===== config.mk =====
export PLATFORM = sky130hd
export DESIGN_NAME = exu_lsu_ctrl
export DESIGN_NICKNAME = d
export VERILOG_FILES = /design/src/rtl/exu_lsu_ctrl.sv
export SDC_FILE = /design/constraint.sdc
export NUM_CORES = 1
export LEC_CHECK = 0
export CAP_MARGIN = 20
export CORE_MARGIN = 10
export CORE_UTILIZATION = 40
export CTS_BUF_LIST = sky130_fd_sc_hd__clkbuf_16
export CTS_CLUSTER_SIZE = 25
export DETAILED_ROUTE_END_ITERATION = 16
export GPL_TIMING_DRIVEN = 0
export HOLD_SLACK_MARGIN = 0.03
export PLACE_DENSITY = 0.95
export SYNTH_ARGS = -nofsm -noshare
export SYNTH_HDL_FRONTEND = slang
export SYNTH_SLANG_ARGS = --single-unit

===== constraint.sdc =====
create_clock -name clk -period 4.71 [get_ports clk]
set_input_delay 0.942 -clock clk [delete_from_list [all_inputs] [get_ports clk]]
set_output_delay 0.942 -clock clk [all_outputs]
set_load 0.01 [all_outputs]

===== src/rtl/exu_lsu_ctrl.sv =====
// rtl/exu_lsu_ctrl.sv - load/store control between AGU, BIU and commit write-back
// In-order tag FIFO tracks outstanding bus transactions; one registered write-back entry.
module exu_lsu_ctrl #(
  parameter int XLEN       = 32,
  parameter int ADDR_SIZE  = 32,
  parameter int ITAG_WIDTH = 2,
  parameter int OUTS_DEPTH = 2
) (
  input  logic                          clk,
  input  logic                          rst_n,
  input  logic                          flush_req,
  input  logic                          agu_cmd_valid,
  output logic                          agu_cmd_ready,
  input  logic [ADDR_SIZE-1:0]          agu_cmd_addr,
  input  logic                          agu_cmd_read,
  input  logic [XLEN-1:0]               agu_cmd_wdata,
  input  logic [ITAG_WIDTH-1:0]         agu_cmd_itag,
  input  logic [1:0]                    agu_cmd_size,
  input  logic                          agu_cmd_usign,
  output logic                          biu_cmd_valid,
  input  logic                          biu_cmd_ready,
  output logic [ADDR_SIZE-1:0]          biu_cmd_addr,
  output logic                          biu_cmd_read,
  output logic [XLEN-1:0]               biu_cmd_wdata,
  output logic [3:0]                    biu_cmd_wmask,
  input  logic                          biu_rsp_valid,
  output logic                          biu_rsp_ready,
  input  logic [XLEN-1:0]               biu_rsp_rdata,
  input  logic                          biu_rsp_err,
  output logic                          lsu_o_valid,
  input  logic                          lsu_o_ready,
  output logic [XLEN-1:0]               lsu_o_wbck_wdat,
  output logic [ITAG_WIDTH-1:0]         lsu_o_wbck_itag,
  output logic                          lsu_o_wbck_err,
  output logic                          lsu_o_wbck_load,
  output logic [$clog2(OUTS_DEPTH):0]   lsu_outs_cnt
);

  localparam int PW = $clog2(OUTS_DEPTH);
  localparam int EW = ITAG_WIDTH + 6;
  localparam logic [PW:0] FULL_CNT = (PW+1)'(OUTS_DEPTH);
  localparam logic [PW:0] ONE      = (PW+1)'(1);

  logic [EW-1:0]         fifo_mem [OUTS_DEPTH];
  logic [PW:0]           wr_ptr, rd_ptr, cnt;
  logic                  fifo_full, push, pop;

  logic [ITAG_WIDTH-1:0] head_itag;
  logic                  head_read, head_usign;
  logic [1:0]            head_size, head_ofs;

  logic [XLEN-1:0]       sh, ld_data, wb_data_nxt;
  logic                  wb_vld;
  logic [XLEN-1:0]       wb_wdat;
  logic [ITAG_WIDTH-1:0] wb_itag;
  logic                  wb_err, wb_load;

  // Full blocks acceptance even if a pop lands in the same cycle (no bypass).
  assign fifo_full     = (cnt == FULL_CNT);
  assign biu_cmd_valid = agu_cmd_valid & ~fifo_full & ~flush_req;
  assign agu_cmd_ready = biu_cmd_ready & ~fifo_full & ~flush_req;
  assign push          = agu_cmd_valid & agu_cmd_ready;

  assign biu_cmd_addr  = {agu_cmd_addr[ADDR_SIZE-1:2], 2'b00};
  assign biu_cmd_read  = agu_cmd_read;
  assign biu_cmd_wdata = agu_cmd_wdata;

  always_comb begin
    biu_cmd_wmask = 4'b0000;
    if (!agu_cmd_read) begin
      case (agu_cmd_size)
        2'b00:   biu_cmd_wmask = 4'b0001 << agu_cmd_addr[1:0];
        2'b01:   biu_cmd_wmask = 4'b0011 << {agu_cmd_addr[1], 1'b0};
        default: biu_cmd_wmask = 4'b1111;
      endcase
    end
  end

  assign biu_rsp_ready = (cnt != '0) & (~wb_vld | lsu_o_ready);
  assign pop           = biu_rsp_valid & biu_rsp_ready;

  always_ff @(posedge clk) begin
    if (push) begin
      fifo_mem[wr_ptr[PW-1:0]] <= {agu_cmd_itag, agu_cmd_read, agu_cmd_size,
                                   agu_cmd_usign, agu_cmd_addr[1:0]};
    end
  end

  assign {head_itag, head_read, head_size, head_usign, head_ofs} = fifo_mem[rd_ptr[PW-1:0]];

  always_ff @(posedge clk or posedge rst_n) begin
    if (rst_n) begin
      wr_ptr <= '0;
      rd_ptr <= '0;
      cnt    <= '0;
    end else begin
      if (push) wr_ptr <= wr_ptr + ONE;
      if (pop)  rd_ptr <= rd_ptr + ONE;
      case ({push, pop})
        2'b10:   cnt <= cnt + ONE;
        2'b01:   cnt <= cnt - ONE;
        default: cnt <= cnt;
      endcase
    end
  end

  always_comb begin
    sh = biu_rsp_rdata >> {head_ofs, 3'b000};
    case (head_size)
      2'b00:   ld_data = {{(XLEN-8){sh[7] & ~head_usign}}, sh[7:0]};
      2'b01:   ld_data = {{(XLEN-16){sh[15] & ~head_usign}}, sh[15:0]};
      default: ld_data = sh;
    endcase
    wb_data_nxt = (head_read & ~biu_rsp_err) ? ld_data : '0;
  end

  // A pop while the buffer drains replaces the contents and keeps wb_vld high.
  always_ff @(posedge clk or posedge rst_n) begin
    if (rst_n) begin
      wb_vld  <= 1'b0;
      wb_wdat <= '0;
      wb_itag <= '0;
      wb_err  <= 1'b0;
      wb_load <= 1'b0;
    end else if (pop) begin
      wb_vld  <= 1'b1;
      wb_wdat <= wb_data_nxt;
      wb_itag <= head_itag;
      wb_err  <= biu_rsp_err;
      wb_load <= head_read;
    end else if (lsu_o_ready) begin
      wb_vld  <= 1'b0;
    end
  end

  assign lsu_o_valid     = wb_vld;
  assign lsu_o_wbck_wdat = wb_wdat;
  assign lsu_o_wbck_itag = wb_itag;
  assign lsu_o_wbck_err  = wb_err;
  assign lsu_o_wbck_load = wb_load;
  assign lsu_outs_cnt    = cnt;

endmodule


==> impl_metrics.ini, run 1 <==
[status]
status = completed

[synth]
synth-seq-cells = 57
syn_avg_cell_area_um2 = 9.72
yosys.area_share.adder_pct = 0.364
synth-compound-area-share_pct = 17.8
synthArstFlopShare_pct = 71.9
ys.flop_type = dfrtp_1
synth_top_family_by_area = compound AO/OA/AOI/OAI gates
ys_seq_area_share_pct = 43.8
ys_warn_count = 0
synthXorXnorAreaFrac_pct = 1.27
synth_simple_gate_area_share_pct = 11.9
synth_edf_count = 16
syn_inst = 354
synthDistinctLibCells = 49
synthesis.area_um2 = 3440
synthMuxAreaShare_pct = 7.20

[clock_network]
cts.clk_slew.worst_paths_ps = 50
hold_buffers = 0
postCtsSetupBuffers = 0
clockRootBuffer = clkbuf_16
clk_path_buf_depth = 2
cts_tree = yes
insertion_delay_ps = 330
clock_sinks = 57
cts_buffers = 9
ctsResizeCount = 0
htreeDepth = 3

[flow_run]
maxCapViolCount = 0

[routing]
detail-route-antenna-nets = 0
via_per_inst = 5.17
first_iter_violations = 171
wl_um = 12500
firstDrtPassIters = 5
drc = 0
vias = 3269
wire_per_inst_um = 19.8

[global_routing]
grt_max_degree = 42
track_usage_pct = 19.1
antenna_found_initial = 0
grt_pass1_wl_um = 19400
overflow = 0
grt_pass1_vias = 3372

[power]
cellPowerDensity_nw_per_um2 = 471
peakVddDrop_mv = 0.288
leakagePower_nw = 2.33

[hold_path]
hold_depth = 2
min-delay-start = lsu_o_wbck_err
whs_endpoint = lsu_o_wbck_err
hold_path.class = reg2reg

[worst_setup_path]
reg2reg_from = lsu_outs_cnt[0]
rr_endpoint = lsu_o_wbck_wdat[31]
cp_data_required_time_ps = 3770
start_kind = input pin
r2r_slack_ps = 2260
criticalPathCategory = in2out
crit_fanout = 5
crit_arrival_ps = 2370
reg2reg_depth = 6
endpoint_kind = output port

[place]
hpwl_um = 10300
place_ws_ps = 1400
gp_congestion = 0.887
dp.cells = 616
port_buffers = 156

[finish]
num_antenna_cells = 0
area_delta_synth_final_pct = 58.2
layout.cells.non_filler = 632
final_core_util_pct = 65.6
drive_above_1_share_pct = 19.7
final_nets = 633

[floorplan]
core_area_um2 = 8300
rows = 33
die_h_um = 113
die_x_um = 113
initial_core_util_pct = 41.4
dieArea_um2 = 12700
io_pins = 221

[timing]
tns_ps = 0
tightest_slew_ps = 855
min_period_ps = 3310
relSlewSlack_pct = 42.9
setup_viol = 0
final_hold_viol_count = 0
slew_violations = 0
period_share_pct = 70.4
finClkSkew_ps = 5.01
worst_slack_ps = 1400
clock.fmax_mhz = 302
rsz0062_at_grt = false
[how the worst max path moves through the flow]
stage                                from               end  slack (ps)  depth (start not counted)
after CTS                 agu_cmd_size[0]  biu_cmd_wmask[0]        1380                          5
after global routing      agu_cmd_size[0]  biu_cmd_wmask[0]        1280                          5
after floorplan               lsu_o_ready   lsu_outs_cnt[1]        2390                          7
after detailed placement  agu_cmd_size[0]  biu_cmd_wmask[0]        1400                          5
after global placement    agu_cmd_size[0]  biu_cmd_wmask[0]        1410                          5
final                     agu_cmd_size[0]  biu_cmd_wmask[0]        1400                          5
[state kept, by name, summed over array words and instances (netlist names)]
signal and count:
lsu_o_wbck_wdat 32, lsu_o_wbck_err 1, wr_ptr 1, fifo_mem 16, lsu_outs_cnt 2, lsu_o_wbck_itag 2, lsu_o_wbck_load 1, rd_ptr 1
lsu_o_valid 1
[cells in the mapped netlist (2+ instances only)]
master,number,area share [%]
a21oi_1,13,1.9
a22oi_2,2,0.73
a2bb2oi_1,8,2.0
a32o_1,7,2.0
and2_1,2,0.36
buf_2,3,0.44
buf_4,65,14
buf_6,2,0.65
clkbuf_1,7,0.76
dfrtp_1,41,30
edfxtp_1,16,14
inv_1,11,1.2
mux2i_1,20,5.8
nand2_1,51,5.6
nand2b_1,4,0.73
nand3_1,9,1.3
nand3b_1,2,0.44
nor2_1,6,0.65
nor2b_1,2,0.36
o21ai_0,35,5.1
o21ai_2,10,2.5
o22ai_1,8,1.5
xnor2_1,4,1.0
[report_power, final]
group          leakage, nW  switching (mW)  internal [mW]
combinational         1.50           0.573          0.583
sequential           0.677          0.0922          0.655
clock                0.161           0.207          0.452
[layout by cell type (no fill, tap or decap), types with 3 or more instances in the layout]
master	count
dfrtp_1	41
clkbuf_16	9
clkbuf_1	7
buf_4	65
mux2i_1	20
buf_2	3
o22ai_1	8
clkdlybuf4s50_1	156
xnor2_1	4
a32o_1	7
nand2_1	51
nand2b_1	4
inv_1	13
edfxtp_1	16
a2bb2oi_1	8
nor2_1	6
o21ai_0	35
nand3_1	9
a21oi_1	13
o21ai_2	10
[per-stage QoR]
| stage | hold slack [ps] | instance area, µm² | power (mW) |
|---|---|---|---|
| 3_3_place_gp | 455 | 5140 | 1.87 |
| 4_1_cts | 477 | 5440 | 2.58 |
| 5_1_grt | 494 | 5440 | 2.70 |
| 2_1_floorplan | 460 | 3440 | 1.36 |
| 3_5_place_dp | 465 | 5140 | 1.91 |
| 6_report | 471 | 5440 | 2.56 |
[cell type report]
type / instances / area (µm²)
Fill cell: 625 / 2860
Clock inverter: 7 / 80.1
Timing Repair Buffer: 156 / 1560
Tap cell: 105 / 131
Clock buffer: 9 / 225
Sequential cell: 57 / 1510
Inverter: 13 / 48.8
Multi-Input combinational cell: 207 / 1330
Buffer: 78 / 556
[worst max-delay path, stage by stage]
cell and delay [ps]:
clkdlybuf4s50_1 530, nand2b_1 150, nand2b_1 60, a21oi_1 140, clkdlybuf4s50_1 560
[cells by family (layout without fill, tap and decap cells)]
logic type               after synthesis  in the layout
adder cells (fa/ha/maj)                1              1
AO/OA/AOI/OAI                         90             90
multiplexers                          23             23
buffers and inverters                 91            263
other                                  1              2
flip-flops                            57             57
AND/OR/NAND/NOR                       86             86
XOR/XNOR                               5              5
[metal layers]
metal	vias to the layer above	wire length, µm	GRT usage, %
met5	-	0	0
met4	0	388	7.45
met3	35	1080	6.66
met2	198	6590	34.1
met1	1514	4490	20.1
li1	1522	-	-
(Power assumes the default switching activity.)
==> run 2, diff against run 1 <==
CORE_UTILIZATION = 37   (was 40)
PLACE_DENSITY = 0.9   (was 0.95)
clock period = 3.3 ns   (was 4.71 ns; I/O delays follow)
==> impl_metrics.ini, run 2 (same netlist as run 1, synthesis figures left out) <==
[finish]
layout.cells.non_filler = 638
largest_reg_flops = 32
area_delta_synth_final_pct = 58.6
num_antenna_cells = 0
drive_above_1_share_pct = 20.1
regArea_um2 = 1510
final_common_cell = clkdlybuf4s50_1
final_nets = 633
multi_input_area_um2 = 1330
final_core_util_pct = 59.6
layout_common_cells = clkdlybuf4s50_1 (156), buf_4 (65), nand2_1 (51)
fillers = 728

[global_routing]
track_usage_pct = 17.1
grt_pass1_vias = 3248
grt_max_degree = 42
grt_pass1_wl_um = 18100
antenna_found_initial = 0
overflow = 0

[floorplan]
die_h_um = 116
die_x_um = 116
io_pins = 221
initial_core_util_pct = 37.6
dieArea_um2 = 13600
rows = 35
core_area_um2 = 9150

[power]
p_comb_share_pct = 45.0
clkPwrFrac_pct = 26.3
leakagePower_nw = 2.33
peakVddDrop_mv = 0.397
cellPowerDensity_nw_per_um2 = 675
power_frac_seq_pct = 28.8
internal_power_mw = 2.42
p_sw_mw = 1.27
switching_share_pct = 34.4

[worst_setup_path]
start_kind = input pin
crit_fanout = 5
endpoint_kind = output port
cp_data_required_time_ps = 2640
crit_arrival_ps = 2150
criticalPathCategory = in2out
r2r_slack_ps = 880

[timing]
slew_violations = 0
setup_viol = 0
finClkSkew_ps = 4.09
min_period_ps = 2810
clock.fmax_mhz = 356
tns_ps = 0
final_hold_viol_count = 0
tightest_slew_ps = 864
rsz0062_at_grt = false
relSlewSlack_pct = 42.3
hold_ws_ps = 473
period_share_pct = 85.1

[routing]
drc = 0
wire_per_inst_um = 19.3
first_iter_violations = 171
via_per_inst = 5.04
firstDrtPassIters = 4
wl_um = 12300
vias = 3216
detail-route-antenna-nets = 0

[clock_network]
cts.clk_slew.worst_paths_ps = 50
clockRootBuffer = clkbuf_16
cts_buffers = 9
cts_tree = yes
ctsResizeCount = 0
postCtsSetupBuffers = 0
hold_buffers = 0
clock_sinks = 57
clk_path_buf_depth = 2
insertion_delay_ps = 320
htreeDepth = 3

[place]
gp_congestion = 0.886
port_buffers = 156
hpwl_um = 10200
dp.cells = 622

[hold_path]
hold_path.class = reg2reg

[status]
status = completed

[flow_run]
maxCapViolCount = 0
## run 2: cell types whose count changed in the layout (fill, tap and decap cells not counted), sizes merged
cell,before,now
inv,15,14
clkinv,3,2
clkinvlp,0,2
## run 2: path summary, 6_finish.rpt
path	to	cells past startpoint	start
min in group asynchronous	lsu_o_wbck_wdat[9]	2	rst_n
max in group asynchronous	lsu_o_wbck_wdat[18]	2	rst_n
worst max-delay path	biu_cmd_wmask[0]	5	agu_cmd_size[0]
worst max register to register	lsu_o_wbck_wdat[16]	6	lsu_outs_cnt[0]
worst min register to register	lsu_o_wbck_err	2	lsu_o_wbck_err
worst min-delay path	lsu_o_wbck_err	2	lsu_o_wbck_err
## run 2: final cells by class
type                            instances  share of cell area [%]
Buffer                                 78                    10.2
Sequential cell                        57                    27.6
Clock inverter                          7                    1.61
Multi-Input combinational cell        207                    24.4
Inverter                               13                   0.894
Timing Repair Buffer                  156                    28.6
Clock buffer                            9                    4.13
Tap cell                              111                    2.55
## run 2: per-stage QoR
step	worst slack [ps]	total power, mW	instance area (µm²)
global route	344	3.89	5460
CTS	455	3.71	5460
detailed placement	268	2.73	5140
global placement	337	2.69	5140
floorplan	1270	1.95	3440
finish	491	3.69	5460
## run 2: power by group through the flow
stage	registers [mW]	logic (mW)	clock network (mW)
floorplan	1.14	0.810	0
global placement	1.06	1.62	0
detailed placement	1.07	1.66	0
CTS	1.06	1.68	0.976
global route	1.09	1.79	1.01
finish	1.06	1.66	0.968
## run 2: critical path, stage by stage
cell and delay [ps]:
clkdlybuf4s50_1 550, nand2b_1 150, nand2b_1 70, a21oi_1 160, clkdlybuf4s50_1 560
## run 2: layer usage
metal / up-vias / wire length [µm] / part of all wire, % / GRT usage, %
li1: 1519 / - / - / -
met1: 1524 / 4200 / 34 / 18.7
met2: 158 / 6550 / 53 / 30.7
met3: 15 / 1400 / 11 / 5.91
met4: 0 / 170 / 1.4 / 4.75
met5: - / 0 / 0 / 0
